<file path="config.mk">
export PLATFORM = sky130hd
export DESIGN_NAME = dllp_ack_scheduler
export DESIGN_NICKNAME = d
export VERILOG_FILES = /design/src/rtl/dllp_ack_scheduler_pkg.sv /design/src/rtl/dllp_ack_coalescer.sv /design/src/rtl/dllp_ack_scheduler.sv
export SDC_FILE = /design/constraint.sdc
export NUM_CORES = 1
export LEC_CHECK = 0
export BUFFER_PORTS_ARGS = -buffer_cell sky130_fd_sc_hd__buf_2
export CORE_MARGIN = 3
export CORE_UTILIZATION = 55
export CTS_BUF_LIST = sky130_fd_sc_hd__clkbuf_4 sky130_fd_sc_hd__clkbuf_8
export CTS_CLUSTER_DIAMETER = 30
export DETAILED_ROUTE_END_ITERATION = 8
export PLACE_DENSITY = 0.82
export RECOVER_POWER = 100
export SETUP_SLACK_MARGIN = 0.5
export SLEW_MARGIN = 5
export SYNTH_ARGS = -nofsm -noshare
export SYNTH_HDL_FRONTEND = slang
export SYNTH_SLANG_ARGS = --single-unit
</file>
<file path="constraint.sdc">
create_clock -name i_clk -period 3.46 [get_ports i_clk]
set_input_delay 0.692 -clock i_clk [delete_from_list [all_inputs] [get_ports i_clk]]
set_output_delay 0.692 -clock i_clk [all_outputs]
set_load 0.02 [all_outputs]
</file>
<file path="src/rtl/dllp_ack_scheduler_pkg.sv">
// rtl/dllp_ack_scheduler_pkg.sv - DLLP payload constants and payload builder shared by the ack scheduler files
package dllp_ack_scheduler_pkg;

  localparam int         DLLP_PAYLOAD_W = 16;
  localparam logic [7:0] DLLP_TYPE_ACK  = 8'h01;
  localparam logic [7:0] DLLP_TYPE_NACK = 8'h02;

  function automatic logic [DLLP_PAYLOAD_W-1:0] dllp_payload(input logic is_nack, input logic [7:0] id);
    return {(is_nack ? DLLP_TYPE_NACK : DLLP_TYPE_ACK), id};
  endfunction

endpackage

</file>
<file path="src/rtl/dllp_ack_coalescer.sv">
// rtl/dllp_ack_coalescer.sv - pending ack/nack register with saturating ack count and duplicate-nack suppression
module dllp_ack_coalescer #(
  parameter int TLP_ID_WIDTH  = 2,
  parameter int ACK_THRESHOLD = 4,
  parameter int CNT_W         = $clog2(ACK_THRESHOLD + 1)
) (
  input  logic                    i_clk,
  input  logic                    i_rst_n,
  input  logic [TLP_ID_WIDTH:0]   i_id_result,
  input  logic                    i_id_result_wr,
  input  logic                    i_take,
  output logic                    o_pend_vld,
  output logic                    o_pend_nack,
  output logic [TLP_ID_WIDTH-1:0] o_pend_id,
  output logic [CNT_W-1:0]        o_ack_cnt
);

  logic                    pend_vld_q, pend_vld_d;
  logic                    pend_nack_q, pend_nack_d;
  logic [TLP_ID_WIDTH-1:0] pend_id_q, pend_id_d;
  logic [CNT_W-1:0]        ack_cnt_q, ack_cnt_d;
  logic [TLP_ID_WIDTH-1:0] last_nack_id_q, last_nack_id_d;
  logic                    last_nack_vld_q, last_nack_vld_d;

  logic                    res_ack;
  logic [TLP_ID_WIDTH-1:0] res_id;

  assign res_ack = i_id_result[TLP_ID_WIDTH];
  assign res_id  = i_id_result[TLP_ID_WIDTH-1:0];

  always_comb begin
    pend_vld_d      = pend_vld_q;
    pend_nack_d     = pend_nack_q;
    pend_id_d       = pend_id_q;
    ack_cnt_d       = ack_cnt_q;
    last_nack_id_d  = last_nack_id_q;
    last_nack_vld_d = last_nack_vld_q;

    // The take clears first so a result arriving on the same edge survives into pend.
    if (i_take) begin
      pend_vld_d  = 1'b0;
      pend_nack_d = 1'b0;
      ack_cnt_d   = '0;
    end

    if (i_id_result_wr) begin
      if (res_ack) begin
        pend_vld_d      = 1'b1;
        pend_nack_d     = 1'b0;
        pend_id_d       = res_id;
        last_nack_vld_d = 1'b0;
        if (ack_cnt_d != CNT_W'(ACK_THRESHOLD)) begin
          ack_cnt_d = ack_cnt_d + CNT_W'(1);
        end
      end else if (!(last_nack_vld_q && (res_id == last_nack_id_q))) begin
        pend_vld_d      = 1'b1;
        pend_nack_d     = 1'b1;
        pend_id_d       = res_id;
        ack_cnt_d       = '0;
        last_nack_id_d  = res_id;
        last_nack_vld_d = 1'b1;
      end
    end
  end

  always_ff @(posedge i_clk) begin
    if (!i_rst_n) begin
      pend_vld_q      <= 1'b0;
      pend_nack_q     <= 1'b0;
      pend_id_q       <= '0;
      ack_cnt_q       <= '0;
      last_nack_id_q  <= '0;
      last_nack_vld_q <= 1'b0;
    end else begin
      pend_vld_q      <= pend_vld_d;
      pend_nack_q     <= pend_nack_d;
      pend_id_q       <= pend_id_d;
      ack_cnt_q       <= ack_cnt_d;
      last_nack_id_q  <= last_nack_id_d;
      last_nack_vld_q <= last_nack_vld_d;
    end
  end

  assign o_pend_vld  = pend_vld_q;
  assign o_pend_nack = pend_nack_q;
  assign o_pend_id   = pend_id_q;
  assign o_ack_cnt   = ack_cnt_q;

endmodule

</file>
<file path="src/rtl/dllp_ack_scheduler.sv">
// rtl/dllp_ack_scheduler.sv - ack/nack DLLP scheduler: coalescing FSM, timeout timer and req/gnt handshake
// Optional keepalive re-send of the last ack is built when DLLP_ACK_KEEPALIVE_EN is defined.
module dllp_ack_scheduler #(
  parameter int TLP_ID_WIDTH  = 2,
  parameter int ACK_THRESHOLD = 4,
  parameter int ACK_TIMEOUT   = 32,
  parameter int KEEPALIVE_CYC = 256
) (
  input  logic                  i_clk,
  input  logic                  i_rst_n,
  input  logic [TLP_ID_WIDTH:0] i_id_result,
  input  logic                  i_id_result_wr,
  output logic                  o_dllp_req,
  input  logic                  i_dllp_gnt,
  output logic [15:0]           o_dllp_data,
  output logic                  o_nack_pend
);
  import dllp_ack_scheduler_pkg::*;

  localparam int CNT_W = $clog2(ACK_THRESHOLD + 1);
  localparam int TMR_W = $clog2(ACK_TIMEOUT);

  typedef enum logic [2:0] {
    S_IDLE    = 3'b001,
    S_COLLECT = 3'b010,
    S_REQUEST = 3'b100
  } state_t;

  state_t                      state_q, state_d;
  logic [TMR_W-1:0]            tmr_q, tmr_d;
  logic [DLLP_PAYLOAD_W-1:0]   data_q, data_d;

  logic                    take;
  logic                    go_req;
  logic                    pend_vld;
  logic                    pend_nack;
  logic                    pend_ack;
  logic [TLP_ID_WIDTH-1:0] pend_id;
  logic [CNT_W-1:0]        ack_cnt;
  logic                    cnt_full;

`ifdef DLLP_ACK_KEEPALIVE_EN
  localparam int KA_W = $clog2(KEEPALIVE_CYC);
  logic [KA_W-1:0]         idle_cnt_q, idle_cnt_d;
  logic                    ack_sent_q, ack_sent_d;
  logic [TLP_ID_WIDTH-1:0] last_ack_id_q, last_ack_id_d;
`endif

  dllp_ack_coalescer #(
    .TLP_ID_WIDTH  (TLP_ID_WIDTH),
    .ACK_THRESHOLD (ACK_THRESHOLD),
    .CNT_W         (CNT_W)
  ) u_coalescer (
    .i_clk          (i_clk),
    .i_rst_n        (i_rst_n),
    .i_id_result    (i_id_result),
    .i_id_result_wr (i_id_result_wr),
    .i_take         (take),
    .o_pend_vld     (pend_vld),
    .o_pend_nack    (pend_nack),
    .o_pend_id      (pend_id),
    .o_ack_cnt      (ack_cnt)
  );

  assign pend_ack = pend_vld & ~pend_nack;
  assign cnt_full = (ack_cnt == CNT_W'(ACK_THRESHOLD));

  always_comb begin
    state_d = state_q;
    tmr_d   = tmr_q;
    data_d  = data_q;
    go_req  = 1'b0;

    case (state_q)
      S_IDLE: begin
        if (pend_vld && (pend_nack || cnt_full)) go_req = 1'b1;
        else if (pend_vld)                       state_d = S_COLLECT;
      end
      S_COLLECT: begin
        if (pend_nack || cnt_full || (tmr_q == TMR_W'(ACK_TIMEOUT - 1))) go_req = 1'b1;
      end
      S_REQUEST: begin
        // The payload register stays frozen until the framer grants it.
        if (i_dllp_gnt) begin
          if (pend_vld && pend_nack) go_req  = 1'b1;
          else if (pend_vld)         state_d = S_COLLECT;
          else                       state_d = S_IDLE;
        end
      end
      default: state_d = S_IDLE;
    endcase

    take = go_req;
    if (go_req) begin
      state_d = S_REQUEST;
      data_d  = dllp_payload(pend_nack, 8'(pend_id));
    end

    // Timer measures age of the oldest coalesced ack; it saturates instead of wrapping.
    if (go_req || !pend_ack)                      tmr_d = '0;
    else if (tmr_q != TMR_W'(ACK_TIMEOUT - 1))    tmr_d = tmr_q + TMR_W'(1);

`ifdef DLLP_ACK_KEEPALIVE_EN
    idle_cnt_d    = '0;
    ack_sent_d    = ack_sent_q;
    last_ack_id_d = last_ack_id_q;
    if ((state_q == S_REQUEST) && i_dllp_gnt && (data_q[15:8] == DLLP_TYPE_ACK)) begin
      ack_sent_d    = 1'b1;
      last_ack_id_d = data_q[TLP_ID_WIDTH-1:0];
    end
    if ((state_q == S_IDLE) && !pend_vld && !i_id_result_wr) begin
      if (idle_cnt_q == KA_W'(KEEPALIVE_CYC - 1)) begin
        if (ack_sent_q) begin
          state_d = S_REQUEST;
          data_d  = dllp_payload(1'b0, 8'(last_ack_id_q));
        end
      end else begin
        idle_cnt_d = idle_cnt_q + KA_W'(1);
      end
    end
`endif
  end

  always_ff @(posedge i_clk) begin
    if (!i_rst_n) begin
      state_q <= S_IDLE;
      tmr_q   <= '0;
      data_q  <= '0;
`ifdef DLLP_ACK_KEEPALIVE_EN
      idle_cnt_q    <= '0;
      ack_sent_q    <= 1'b0;
      last_ack_id_q <= '0;
`endif
    end else begin
      state_q <= state_d;
      tmr_q   <= tmr_d;
      data_q  <= data_d;
`ifdef DLLP_ACK_KEEPALIVE_EN
      idle_cnt_q    <= idle_cnt_d;
      ack_sent_q    <= ack_sent_d;
      last_ack_id_q <= last_ack_id_d;
`endif
    end
  end

  assign o_dllp_req  = (state_q == S_REQUEST);
  assign o_dllp_data = data_q;
  assign o_nack_pend = pend_nack | (o_dllp_req & (data_q[15:8] == DLLP_TYPE_NACK));

endmodule

</file>
==> impl_results.md, run 1 <==
- Total GRT Usage: 0.1965
- Placed Area: ~1300 sq um
- Max_slew headroom: 0.3925
- Clock slew at reported path FFs: 110 ps
- Layout cells sized above 1: 0.07595
- Final setup vio count: 0
- Root buffer cell: clkbuf_4
- Worst-skew pair later-pin latency: approximately 300 ps
- Post-layout util: 0.6183
- RSZ-0062 raised after global routing: false
- Critical path class: flop to flop
- Cells after Synth: 149
- Critical path endpoint category: flop
- FF+latch count, synth: 22
- Share of the synthesized area in the top cell type: 0.3482
- Die area: about 2900 sq um
- CTS tree: built
- Top cell type by total area after synthesis: dfxtp_1
- Via count: approximately 1000
- Syn_area_per_cell: roughly 8.5 sq um
- Die height: between 50 and 60 microns
- P_leak: ~0.53 nW
- Post-synth top cells: dfxtp_1 (22), nand2_1 (19), nor2_1 (14)
- HP Class: flop to flop
- EDFF count, synth: 0
- Compound-Gate Fraction of Synth Area: 0.1909
- Clock Tree Buf Depth: 2
- I/O pin total: 25
- DRC viols: 0
- DP HPWL: between 1.5 and 2 mm
- Crit path required time: about 3600 ps
- Area grow syn2layout: 0.7911%
- Crit path DAT: approximately 3000 ps
- Hold buffers post-CTS: 0
- Main combinational cell family by area after synthesis: simple AND/OR/NAND/NOR gates
- Min Tclk post-route: approximately 2800 ps
- Diodes inserted: 0
- MaxCap Viol Count: 0
- Initial cell density of the core: 0.6135
- CP startpoint kind: flop
- Most used DFF post-synth: dfxtp_1
- Simple-Gate Fraction of Synth Area: 0.2226
- Period utilization: 0.8211
- Power per cell area: roughly 380 nW/um^2
- Post-CTS Setup Repair Bufs: 0
- Vias in the first global route: between 900 and 1000
- FMAX: between 300 and 400 MHz
- Post-Synth XOR/XNOR Area: 0.03462
- Yosys warning count: 0
- Adder-cell share of the synthesized area: 0.03956
- Skew final: approximately 5.2 ps
- Setup Total Neg Slack: 0 ps
- Total power: between 0.4 and 0.5 mW
- Ys async rst share: 0
- Initial antenna violation count: 0
- Total global routing overflow: 0
- CTS buffer count: 3
- Seq. cell area: about 440 sq um
- Max Fanout on Critical Path: 9
- Post-synthesis sequential area ratio: 0.3482
- Fin nets: around 170
- Synth cell types: between 40 and 50
- Hold slack: 473.6 ps
- Avg Vias per Cell: 5.595
- Cell area after synthesis: ~1300 sq um
- Outcome: completed
- Post-synthesis mux area share: 0.04748
- First-pass GRT wire length: ~4.1 mm
- Num Clock Sinks: 22
- Worst vdd ir: 269.0 uV
- DIE WIDTH: 53.96 microns
- First-pass detailed-route iteration total: 4
- Final slew viol count: 0
- Largest cells by area after synthesis: dfxtp_1 (35%), buf_4 (7.1%), nand2_1 (5.6%), mux2i_1 (4.7%), nor2_1 (4.2%)
- Gpl congestion: 0.7960
- Num rows: 16
- Post-route ant nets: 0
- DR iter-0 viols: 14
- Pin count of the biggest net entering global routing: 24
- Multi-input gate area: around 700 sq um
- Fill count: just under 200
- Routed length per instance: 13.12 microns
- CTS H-tree depth: 1
- Core outline area: roughly 2100 sq um
- IO buf count: 12
- Worst Max-Slew Pin Slew: between 900 and 1000 ps
- Most frequent cell after synthesis: dfxtp_1
- Post-cts resize count: 0
- Fin. Hold Viols: 0
- DRT Wirelength: approximately 2.4 mm
- Final Cell Area: 1275 sq um
==> registers in the layout (all words and copies together), names as in the netlist <==
register,count
u_coalescer.o_pend_nack,1
u_coalescer.o_ack_cnt,3
state_q,3
u_coalescer.o_pend_vld,1
u_coalescer.o_pend_id,2
u_coalescer.last_nack_vld_q,1
u_coalescer.last_nack_id_q,2
o_dllp_data,4
tmr_q,5
==> per-layer routing <==
layer,track usage,vias up,part of all wire
li1,-,519,-
met1,0.2169,483,0.43
met2,0.3488,29,0.49
met3,0.03047,4,0.052
met4,0.1191,0,0.021
met5,0,-,0
==> worst paths after layout <==
check	start	to	slack (ps)	cells after the start
setup / recovery	tmr_q[0]$_SDFFE_PP0P_	u_coalescer.o_ack_cnt[2]$_SDFF_PN0_	620	10
hold / removal	u_coalescer.o_pend_id[1]$_SDFFE_PN0P_	o_dllp_data[1]$_SDFFE_PN0P_	470	2
setup reg to reg	tmr_q[0]$_SDFFE_PP0P_	u_coalescer.o_ack_cnt[2]$_SDFF_PN0_	620	10
hold reg to reg	u_coalescer.o_pend_id[1]$_SDFFE_PN0P_	o_dllp_data[1]$_SDFFE_PN0P_	470	2
==> metrics by stage <==
stage	setup WS, ps	cells
finish	619.1	185
global route	365.0	185
CTS	669.6	185
detailed placement	692.0	182
global placement	816.4	182
floorplan	879.0	160
==> area by class of cell <==
cell class	instances	share of cell area
multi-input combinational	114	0.5496
sequential	22	0.3454
timing repair buffer	12	0.04024
tap	27	0.02650
inverter	7	0.02061
clock buffer	3	0.01766
==> worst max-delay path, cell delays in order, from the launching register on <==
cell,delay [ps]
dfxtp_1,350
ha_1,200
and3_1,180
ha_1,260
nor4bb_1,180
or3_1,410
a21oi_4,300
nand2_1,110
ha_1,240
a2111oi_0,350
o22ai_1,130
==> layout by cell type (no fill, tap or decap), drive strengths merged, types with 2 or more instances in the layout <==
cell    instances
and2            2
a211oi          3
conb           12
o211ai          2
nand3           6
nand4b          2
ha              4
clkbuf         10
and3            3
xor2            2
inv             7
a21oi           6
nand2          19
buf             5
dfxtp          22
nor3            2
xnor2           3
mux2i           6
nor2           14
o21ai           4
o22ai           3
==> power by group <==
part / internal, mW / leakage [nW] / switching [mW]
Clock: 0.0406 / 0.0138 / 0.0707
Sequential: 0.266 / 0.180 / 0.0151
Combinational: 0.0298 / 0.335 / 0.0572
==> logic make-up after synthesis <==
kind of cell               Yosys count
and+or+nand+nor                     57
AOI/OAI and AO/OA                   30
buffers and inverters               24
DFF                                 22
muxes                                6
xor gates and xnor gates             5
adders and majority gates            4
other                                1
(Power assumes the default switching activity.)
==> run 2: changes to the inputs <==
- ABC_AREA: not set -> 1
- CORE_UTILIZATION: 55 -> 50
- PLACE_DENSITY: 0.82 -> 0.79
- clock period: 3.46 -> 2.55 ns (I/O delays scaled with it)
==> impl_results.md, run 2 <==
- First-pass GRT wire length: 3.939 mm
- DP HPWL: roughly 1.8 mm
- DR iter-0 viols: 13
- Clock slew at reported path FFs: 130 ps
- Ys async rst share: 0
- Reg-to-Reg Start: tmr_q[0]$_SDFFE_PP0P_
- Crit path required time: 2810 ps
- Cells after Synth: between 150 and 200
- Skew final: around 4 ps
- RSZ-0062 raised after global routing: false
- Max Fanout on Critical Path: 6
- DIE WIDTH: 54.73 microns
- Finished Layout Cells: 211
- Worst hold path startpoint: i_rst_n
- MaxCap Viol Count: 0
- Most common cell after layout, fill and taps aside: nand2_1
- Cell area after synthesis: roughly 1200 sq um
- Layout cells sized above 1: 0.2131
- HP Class: primary input to flop
- Fin nets: between 150 and 200
- Die height: roughly 55 microns
- Synth cell types: 27
- Via count: 1044
- Post-route ant nets: 0
- IO buf count: 12
- First-pass detailed-route iteration total: 4
- Most used DFF post-synth: dfxtp_1
- Num rows: 17
- Power per cell area: 647.1 nW/um^2
- R2R setup slack: roughly 370 ps
- Placed cell count: 198
- Post-synth top cells: nand2_1 (28), inv_1 (23), dfxtp_1 (22)
- Area grow syn2layout: 14.96%
- Clock Tree Buf Depth: 2
- Routed length per instance: 12.08 microns
- FF+latch count, synth: 22
- Total global routing overflow: 0
- Critical path endpoint category: flop
- Crit path to: u_coalescer.o_ack_cnt[0]$_SDFF_PN0_
- Hold buffers post-CTS: 0
- CTS H-tree depth: 1
- Vias in the first global route: between 900 and 1000
- Setup Total Neg Slack: 0 ps
- Largest cells by area after synthesis: dfxtp_1 (37%), nand2_1 (8.9%), buf_4 (7.6%), inv_1 (7.3%), a21oi_1 (7.2%)
- Core outline area: around 2200 sq um
- Root buffer cell: clkbuf_4
- EDFF count, synth: 0
- Crit path DAT: 2440 ps
- FMAX: 459.6 MHz
- Pin count of the biggest net entering global routing: 14
- Max reg flops: 5
- Outcome: completed
- Diodes inserted: 0
- Initial antenna violation count: 0
- I/O pin total: 25
- Top reg by flops: tmr_q
- Avg Vias per Cell: around 5
- Yosys warning count: 0
- CTS tree: built
- Initial cell density of the core: 0.5317
- Post-synthesis sequential area ratio: 0.3709
- R2r endpoint: u_coalescer.o_ack_cnt[0]$_SDFF_PN0_
- Die area: about 3000 sq um
- Fill count: roughly 220
- Period utilization: 0.8532
- Gpl congestion: between 0.9 and 1
- Critical path class: flop to flop
- Final setup vio count: 0
- Top cell type by total area after synthesis: dfxtp_1
- Min Tclk post-route: 2176 ps
- Most frequent cell after synthesis: nand2_1
- Share of the synthesized area in the top cell type: 0.3709
- Post-Place Setup Slack: 292.5 ps
- Total GRT Usage: 0.1793
- DRC viols: 0
- Multi-input gate area: about 620 sq um
- Fin. Hold Viols: 0
- Final slew viol count: 0
- Seq. cell area: roughly 440 sq um
- Worst vdd ir: 391.9 uV
- Num Clock Sinks: 22
- Fin worst setup slack: about 370 ps
- Worst-skew pair later-pin latency: 310 ps
- CP startpoint kind: flop
- Syn_area_per_cell: 7.375 sq um
- DRT Wirelength: 2.548 mm
- P_leak: 0.6218 nW
- R2R depth: 13
- CTS buffer count: 3
- Worst Setup SP: tmr_q[0]$_SDFFE_PP0P_
- Most frequent cells in the layout: nand2_1 (29), inv_1 (22), dfxtp_1 (21)
## run 2: timing repair
action                                  4_1_cts  5_1_grt
endpoints found under the setup margin        3        7
buffers inserted                              5        4
pin swaps                                     2        6
gates resized for setup                       3       13
## run 2: how the worst min path moves through the flow
stage | depth (start not counted) | slack, ps | endpoint
floorplan | 2 | 430 | o_dllp_data[0]$_SDFFE_PN0P_
global route | 2 | 460 | state_q[0]$_SDFFE_PN1P_
CTS | 2 | 460 | state_q[0]$_SDFFE_PN1P_
detailed placement | 2 | 460 | o_dllp_data[0]$_SDFFE_PN0P_
global placement | 2 | 450 | u_coalescer.o_pend_id[0]$_SDFFE_PN0P_
finish | 2 | 460 | state_q[0]$_SDFFE_PN1P_
## run 2: kinds of logic (layout without fill, tap and decap cells)
| logic type | after synthesis | count (layout) | share of synthesized area |
|---|---|---|---|
| adders and majority gates | 4 | 4 | 0.04215 |
| buffers and inverters | 39 | 50 | 0.1675 |
| AOI/OAI and AO/OA | 31 | 31 | 0.1359 |
| DFF | 22 | 22 | 0.3709 |
| and+or+nand+nor | 62 | 62 | 0.2655 |
| xor gates and xnor gates | 2 | 2 | 0.01476 |
| other | 1 | 12 | 0.003158 |
## run 2: metrics by stage
step / power [mW] / area, sq um / util / hold slack (ps)
floorplan: 0.5803 / 1229 / - / 429.8
global placement: 0.5985 / 1219 / 0.5457 / 445.0
detailed placement: 0.6100 / 1219 / 0.5457 / 455.6
CTS: 0.8873 / 1320 / 0.5910 / 460.9
global route: 0.9353 / 1365 / 0.6112 / 457.3
finish: 0.8834 / 1365 / 0.6112 / 461.5
## run 2: report_power, final
part	total [mW]	switching, mW	internal, mW	leakage, nW
logic	0.215	0.141	0.0731	0.413
clock network	0.271	0.112	0.159	0.0279
registers	0.397	0.0196	0.378	0.180
total	0.883	0.274	0.610	0.622
## run 2: worst max-delay path: stages, from the launching register on
cell     delay (ps)
dfxtp_1         360
ha_2            200
and3_4          180
ha_4            160
inv_2            60
nand3_1          70
nand2_1         100
nand3_1         240
nor2_4          220
inv_1           100
ha_4            170
nand2_1          80
a21oi_1          90
nor2_1          100
## run 2: routing by layer
metal  wire [microns]  global-route usage  vias to the layer above
li1                 -                   -                      537
met1             1067              0.2119                      481
met2             1336              0.3228                       20
met3               90             0.02452                        6
met4               53             0.06639                        0
met5                0                   0                        -
## run 2: cell type report
type / count / share of cell area
inverter: 25 / 0.06874
tap: 28 / 0.02566
sequential: 22 / 0.3236
clock inverter: 1 / 0.02200
multi-input combinational: 111 / 0.4574
timing repair buffer: 21 / 0.08616
clock buffer: 3 / 0.01650
==> run 3: changes to the inputs <==
- ABC_AREA: 1 -> not set
- CORE_UTILIZATION: 50 -> 51
- PLACE_DENSITY: 0.79 -> 0.8
==> impl_results.md, run 3 (synthesized netlist as in run 1, its figures left out) <==
- Final setup vio count: 0
- Root buffer cell: clkbuf_4
- I/O pin total: 25
- DRC viols: 0
- Max reg flops: 5
- Gpl congestion: ~0.85
- Clock Tree Buf Depth: 2
- MaxCap Viol Count: 0
- HP Class: primary input to flop
- DP HPWL: roughly 1.9 mm
- Num Clock Sinks: 22
- Crit path DAT: 2650 ps
- Power per cell area: around 470 nW/um^2
- Num rows: 17
- Total GRT Usage: 0.1992
- P_leak: slightly below 0.6 nW
- Outcome: completed
- DR iter-0 viols: 20
- DIE WIDTH: between 50 and 60 microns
- R2r endpoint: u_coalescer.o_ack_cnt[0]$_SDFF_PN0_
- Vias in the first global route: between 1000 and 1500
- Final slew viol count: 0
- Max Fanout on Critical Path: 6
- Most frequent cells in the layout: dfxtp_1 (20), nand2_1 (16), nor2_1 (14)
- Layout cells sized above 1: 0.2339
- R2R setup slack: 100 ps
- Initial cell density of the core: 0.5558
- R2R depth: 11
- Pin count of the biggest net entering global routing: 24
- Fin nets: about 180
- Crit path to: u_coalescer.o_ack_cnt[0]$_SDFF_PN0_
- FMAX: 407.4 MHz
- First-pass GRT wire length: roughly 5 mm
- Via count: roughly 1100
- Reg-to-Reg Start: tmr_q[1]$_SDFFE_PP0P_
- Die height: 55.80 microns
- CTS H-tree depth: 1
- Max_slew headroom: 0.3767
- Hold slack: 462.5 ps
- Hold depth: 3
- Worst vdd ir: 481.7 uV
- Worst Setup SP: tmr_q[1]$_SDFFE_PP0P_
- DRT Wirelength: between 2 and 3 mm
- RSZ-0062 raised after global routing: true
- CTS tree: built
- Clock slew at reported path FFs: about 120 ps
- Crit path required time: 2740 ps
- Skew final: a little over 7 ps
- Core outline area: approximately 2300 sq um
- Area grow syn2layout: 16.32%
- Fin. Hold Viols: 0
- Min Tclk post-route: 2455 ps
- CTS buffer count: 3
- Avg Vias per Cell: between 5 and 6
- Diodes inserted: 0
- Worst Max-Slew Pin Slew: 934.9 ps
- First-pass detailed-route iteration total: 4
- CP startpoint kind: flop
- Initial antenna violation count: 0
- Period utilization: 0.9627
- Post-Place Setup Slack: 40.39 ps
- Worst-skew pair later-pin latency: roughly 310 ps
- Post-route ant nets: 0
- Critical path class: flop to flop
- Total global routing overflow: 0
- Fin worst setup slack: around 95 ps
- Most common cell after layout, fill and taps aside: dfxtp_1
- Critical path endpoint category: flop
- IO buf count: 12
- Top reg by flops: tmr_q
- Routed length per instance: between 10 and 15 microns
- Die area: just over 3000 sq um
==> run 3: cell count changes in the layout (fill, tap and decap cells not counted), moves of 3 or more <==
cell / delta
inv_1: -15
a21oi_1: -13
nand2_1: -13
mux2i_1: +6
o21ai_0: -6
buf_4: +4
nor2_1: +4
clkbuf_1: +3
inv_2: -3
nand4_1: -3
xnor2_1: +3
==> run 3: routing by layer <==
metal	GRT usage	part of all wire
met5	0	0
met4	0.08333	0.019
met3	0.03480	0.045
met2	0.3514	0.52
met1	0.2351	0.41
==> run 3: how the worst min path moves through the flow <==
| stage | from | to | slack, ps |
|---|---|---|---|
| after floorplan | u_coalescer.o_pend_id[0]$_SDFFE_PN0P_ | o_dllp_data[0]$_SDFFE_PN0P_ | 430 |
| after global placement | o_dllp_data[0]$_SDFFE_PN0P_ | o_dllp_data[0]$_SDFFE_PN0P_ | 450 |
| after detailed placement | o_dllp_data[0]$_SDFFE_PN0P_ | o_dllp_data[0]$_SDFFE_PN0P_ | 450 |
| after CTS | i_id_result[1] | u_coalescer.o_pend_id[1]$_SDFFE_PN0P_ | 460 |
| after global routing | i_id_result[1] | u_coalescer.o_pend_id[1]$_SDFFE_PN0P_ | 450 |
| final | i_id_result[1] | u_coalescer.o_pend_id[1]$_SDFFE_PN0P_ | 460 |
==> run 3: repair_timing <==
item | in CTS | in global routing
pin swaps | 8 | 8
hold buffers | 0 | 0
buffers inserted | 11 | 1
setup endpoints to repair | 6 | 9
gates resized for setup | 6 | 3
==> run 3: stage by stage <==
stage          TNS [ps]  cell area, sq um  cells  utilization  power (mW)
4_1_cts               0              1470    198       0.6460      0.6886
2_1_floorplan         0              1346    160            -      0.4999
6_report              0              1471    199       0.6465      0.6898
3_3_place_gp          0              1331    184       0.5849      0.5119
3_5_place_dp          0              1331    184       0.5849      0.5176
5_1_grt          -18.56              1471    199       0.6465      0.7335
==> run 3: cell type report <==
class | instances | area, sq um
Timing Repair Buffer | 25 | 141.4
Tap cell | 28 | 35.03
Multi-Input combinational cell | 114 | 803.3
Fill cell | 196 | 804.5
Clock buffer | 3 | 22.52
Sequential cell | 22 | 442.9
Inverter | 7 | 26.28
==> run 3: worst max-delay path, stage by stage, from the launching register on <==
cell and delay, ps:
dfxtp_2 360, ha_4 150, and3_4 180, ha_4 150, nor4bb_4 150, or3_4 420, a21oi_4 210, nand2_2 90
ha_4 180, and3_1 150, o211ai_1 200, o32ai_2 100
==> run 3: where the power goes <==
group          switching [mW]  internal (mW)
registers              0.0240          0.361
clock network          0.0997         0.0552
logic                  0.0895         0.0606
